<file path="src/rtl/srl_dly_nxw.sv">
// srl_dly_nxw: addressable shift-register delay line with fill tracking and optional output register
module srl_dly_nxw #(
  parameter int WIDTH = 1,
  parameter int AW    = 4,
  parameter int OREG  = 0
) (
  input  logic             CLK,
  input  logic             RST_N,
  input  logic             CE,
  input  logic             CLR,
  input  logic [AW-1:0]    A,
  input  logic [WIDTH-1:0] I,
  output logic [WIDTH-1:0] O,
  output logic [WIDTH-1:0] QLAST,
  output logic             VALID
);
  localparam int DEPTH = 2**AW;
  localparam logic [AW:0] FULL = {1'b1, {AW{1'b0}}};
  logic [WIDTH-1:0] stg_q [DEPTH];
  logic [AW:0]      f_q;
  logic [WIDTH-1:0] tap_d, last_d;
  logic             vld_d;
  // shift chain: flush wins over shift, hold otherwise
  always_ff @(posedge CLK or negedge RST_N)
    if (!RST_N) begin
      for (int n = 0; n < DEPTH; n++) stg_q[n] <= '0;
    end else if (CLR) begin
      for (int n = 0; n < DEPTH; n++) stg_q[n] <= '0;
    end else if (CE) begin
      stg_q[0] <= I;
      for (int n = 1; n < DEPTH; n++) stg_q[n] <= stg_q[n-1];
    end
  // fill count saturates at DEPTH so VALID stays high once the line is full
  always_ff @(posedge CLK or negedge RST_N)
    if (!RST_N) f_q <= '0;
    else if (CLR) f_q <= '0;
    else if (CE && f_q != FULL) f_q <= f_q + (AW+1)'(1);
  // tap selection and validity against the current address
  always_comb begin
    tap_d  = stg_q[A];
    last_d = stg_q[DEPTH-1];
    vld_d  = f_q > {1'b0, A};
  end
  if (OREG != 0) begin : g_reg
    logic [WIDTH-1:0] o_q, last_q;
    logic             vld_q;
    // output register runs every edge regardless of CE; flush zeroes it
    always_ff @(posedge CLK or negedge RST_N)
      if (!RST_N) begin
        o_q    <= '0;
        last_q <= '0;
        vld_q  <= 1'b0;
      end else begin
        o_q    <= CLR ? '0 : tap_d;
        last_q <= CLR ? '0 : last_d;
        vld_q  <= CLR ? 1'b0 : vld_d;
      end
    assign O     = o_q;
    assign QLAST = last_q;
    assign VALID = vld_q;
  end else begin : g_comb
    assign O     = tap_d;
    assign QLAST = last_d;
    assign VALID = vld_d;
  end
endmodule
</file>
<file path="config.mk">
export PLATFORM = sky130hd
export DESIGN_NAME = srl_dly_nxw
export DESIGN_NICKNAME = d
export VERILOG_FILES = /design/src/rtl/srl_dly_nxw.sv
export SDC_FILE = /design/constraint.sdc
export NUM_CORES = 1
export LEC_CHECK = 0
export ABC_AREA = 1
export CORE_ASPECT_RATIO = 0.8
export CORE_UTILIZATION = 59
export DETAILED_ROUTE_END_ITERATION = 12
export GPL_TIMING_DRIVEN = 0
export HOLD_SLACK_MARGIN = 0.1
export PLACE_DENSITY = 0.88
export SLEW_MARGIN = 20
export SYNTH_ARGS = -nofsm -noshare
export SYNTH_HDL_FRONTEND = slang
export SYNTH_SLANG_ARGS = --single-unit
export TNS_END_PERCENT = 10
</file>
<file path="constraint.sdc">
create_clock -name CLK -period 2 [get_ports CLK]
set_input_delay 0.4 -clock CLK [delete_from_list [all_inputs] [get_ports CLK]]
set_output_delay 0.4 -clock CLK [all_outputs]
set_load 0.05 [all_outputs]
</file>
==> flow_results.org <==
** Power
- Worst vdd ir :: 0.000499 V
- For this design the static power due to leakage is 0.705 nW.
- Dividing total power by cell area gives a power density of around 590 nW/um^2.
- Overall power consumption after layout is estimated at ~0.85 mW.

** Setup path
- The worst setup path is captured at an output port.
- Endpoint of the lowest-slack register-to-register path :: f_q[4]
- By startpoint and endpoint, the worst setup path is classified as in2out.
- At the worst endpoint, the required time is 1.60 ns.
- Minimum setup slack among reg-to-reg paths :: 0.60 ns
- Broken down by cell family, the worst path's largest delay share belongs to buffers and inverters.
- Cell-by-cell trace of the critical path :: dlygate4sd2_1 -> inv_2 -> ha_4 -> a21oi_1 -> o21ai_1 -> a21o_1 -> buf_6
- On the critical path, the stage with the largest delay is an instance of dlygate4sd2_1.
- In this run the critical register-to-register path is launched from f_q[3].
- The worst setup path is launched from an input port.
- The critical path contains buffers and inverters numbering 3 combined.
- Counting cells, the worst reg-to-reg path comes to 9.
- At the worst endpoint, the arrival time is between 1.5 and 2 ns.
- Along the worst path, the maximum fanout reaches 3.
- Critical path's largest stage delay :: 0.30 ns

** STA
- Final number of max-transition violations :: 0
- Share of the cycle needed by the critical path after routing :: 1.01
- Final setup skew :: 0.0235 ns
- Setup repair after global routing could not meet its margin everywhere.
- At the pin with the least slew margin, the transition time is 0.912 ns.
- In this run the tightest slew margin relative to its limit is 0.390.
- Shortest clock period the worst path allows after layout :: 2.02 ns
- The number of failing hold endpoints at the final stage came to 0.
- Setup violations remaining at the end of the flow were counted as 1.
- Derived from the worst setup path, the maximum achievable clock frequency is 0.496 GHz.
- Setup slack on the critical path of the routed design comes to -0.0178 ns.

** Clocking
- Buffer cell driving the clock tree root :: clkbuf_4
- TritonCTS built the clock tree.
- CTS Sinks :: 21
- Clock-pin slew was measured on the worst setup and hold paths at 0.14 ns.
- Max Buffers Root-to-Sink :: 2
- Clk Latency, worst-skew pair :: about 0.32 ns
- Buffers inserted during clock tree synthesis total 3.
- Count of H-tree levels built during CTS :: 1

** Floorplanning
- Initial Utilization :: 0.634
- The core region is 1890 um^2.
- In this run the core area contains 14 standard-cell rows.
- Io pins :: 12
- Chip Width :: 52.4 um
- Die outline area :: 2220 um^2
- Floorplan die height :: 42.3 um

** Outcome
- Status :: finished with violations
- Violated checks :: setup timing

** Logic synthesis
- In the synthesized netlist, the number of instances is 157.
- Share of the yosys chip area belonging to registers :: 0.438
- Synthesized area :: 1200 um^2
- Total of flip-flops plus latches after synthesis :: 21
- Number of warnings issued by yosys :: 0
- After synthesis, the netlist uses 17 different library cells.
- Average footprint of a synthesized cell :: about 7.6 um^2
- Net count after synthesis :: between 150 and 200

** Global routing
- Combined global-route utilization of all metal layers :: 0.301
- Number of global-route vias before repair :: around 1000
- Largest net degree at the start of global routing :: 22
- Global-route wire length before repair :: 4.77 mm
- Global route overflow :: 0
- Antenna violations before repair :: 0

** Cells and area
- The number of antenna diodes in the final layout is 0.
- The final layout contains 193 nets.
- The layout has 134 filler cells.
- Leaving out fill and tap cells, the most frequent cells in the layout are nand2_1 (43), nand3_1 (28), o21ai_1 (19).
- Across the whole layout, storage elements account for roughly 530 um^2.
- Fraction of layout instances using a drive strength above 1 :: 0.175
- The multi-input combinational cells in the finished layout cover a total of 576 um^2.
- Area delta synth->final :: 19.7%
- Most common cell after layout, fill and taps aside :: nand2_1

** Placed design
- The HPWL after detailed placement is 1.95 mm.
- The congestion estimate from routability-driven global placement came to 0.936.
- In this run the tool buffered the top-level ports with 10 buffer cells.
- Worst-case setup slack after placement :: -0.967 ns

** Hold path
- The worst hold path belongs to the class in2reg.
- Hold Startpoint :: CE
- The worst hold path terminates at stg_q[14].
- Along the worst hold path, the cell count comes to 3.

** Routing
- After detailed routing, the average wire length per cell comes to approximately 16 um.
- The pre-antenna-repair detailed-routing pass consisted of 5 iterations.
- Iteration-0 DRC count of the detailed router :: 101
- Antenna violation net count after detailed routing :: 0
- The detailed router placed 1183 vias in this run.
- DRC Markers :: 0
- Total wire length after detailed routing :: 3.19 mm
- In the routed layout, each cell is associated on average with a via count of 5.89.

** Job
- Max-cap violations in this run came to 0.
-- how the worst max path moves through the flow --
stage            from     to  slack (ns)  cells after the start
2_1_floorplan    A[1]  VALID        0.27                      5
3_3_place_gp     A[1]  VALID       -0.93                      7
3_5_place_dp     A[1]  VALID       -0.97                      7
4_1_cts        f_q[2]  VALID       0.005                      5
5_1_grt        f_q[2]  VALID       -0.05                      5
6_report         A[3]  VALID       -0.02                      7
-- cells in the mapped netlist --
library cell / n / area [um^2]
o21ai_1: 18 / 90.1
nand2_1: 43 / 161
o21ai_0: 1 / 5.00
nor2_4: 1 / 11.3
a21o_1: 1 / 7.51
buf_2: 3 / 15.0
inv_2: 3 / 11.3
a21oi_1: 2 / 10.0
nand4_1: 1 / 6.26
nand3_1: 28 / 140
xor2_1: 3 / 26.3
ha_1: 6 / 75.1
buf_6: 2 / 22.5
dfrtp_1: 21 / 526
nand2_2: 1 / 6.26
inv_1: 20 / 75.1
nor2_1: 3 / 11.3
-- tightest hold or removal path: stages --
cell and delay, ns:
buf_2 0.18, nand3_1 0.11, o21ai_1 0.06
-- routing by layer --
layer,share of wire,track usage,up-vias
met2,0.45,0.451,90
met1,0.40,0.418,527
met4,0.030,0.0947,0
met5,0,0,-
met3,0.11,0.0870,19
li1,-,-,547
-- flip-flops by register name (all words and copies together) (netlist names) --
signal,count
f_q,5
stg_q,15
QLAST,1
-- per-stage QoR --
step | util | TNS, ns | cells | hold WS (ns) | instance area, um^2
after floorplan | - | 0 | 157 | 0.104 | 1200
after global placement | 0.703 | -1.69 | 191 | 0.499 | 1330
after detailed placement | 0.703 | -1.74 | 191 | 0.506 | 1330
after CTS | 0.737 | 0 | 196 | 0.446 | 1390
after global routing | 0.759 | -0.0537 | 201 | 0.455 | 1440
final | 0.759 | -0.0178 | 201 | 0.450 | 1440
-- layout make-up --
cell class                      count  share of cell area
Clock buffer                        4              0.0183
Tap cell                           24              0.0209
Sequential cell                    21               0.368
Buffer                              5              0.0305
Timing Repair Buffer               16              0.0993
Multi-Input combinational cell    108               0.401
Inverter                           23              0.0618
-- timing repair --
action	4_1_cts	5_1_grt
hold buffers	0	0
buffers inserted	0	5
setup endpoints to repair	2	2
resized for setup	29	4
pin swaps	0	0
gates cloned	1	0
-- kinds of logic after synthesis --
group / count (synthesis) / share of synthesized area
AND/OR/NAND/NOR: 77 / 0.280
buffers and inverters: 28 / 0.103
AO/OA/AOI/OAI: 22 / 0.0938
flip-flops: 21 / 0.438
adder cells (fa/ha/maj): 6 / 0.0626
XOR/XNOR: 3 / 0.0219
-- where the power goes --
| part | total, mW | leakage [nW] | switching, mW | internal [mW] |
|---|---|---|---|---|
| clock | 0.216 | 0.0150 | 0.138 | 0.0779 |
| sequential | 0.448 | 0.285 | 0.0120 | 0.436 |
| combinational | 0.188 | 0.404 | 0.114 | 0.0737 |
No activity file was read; power rests on OpenSTA's default activity.
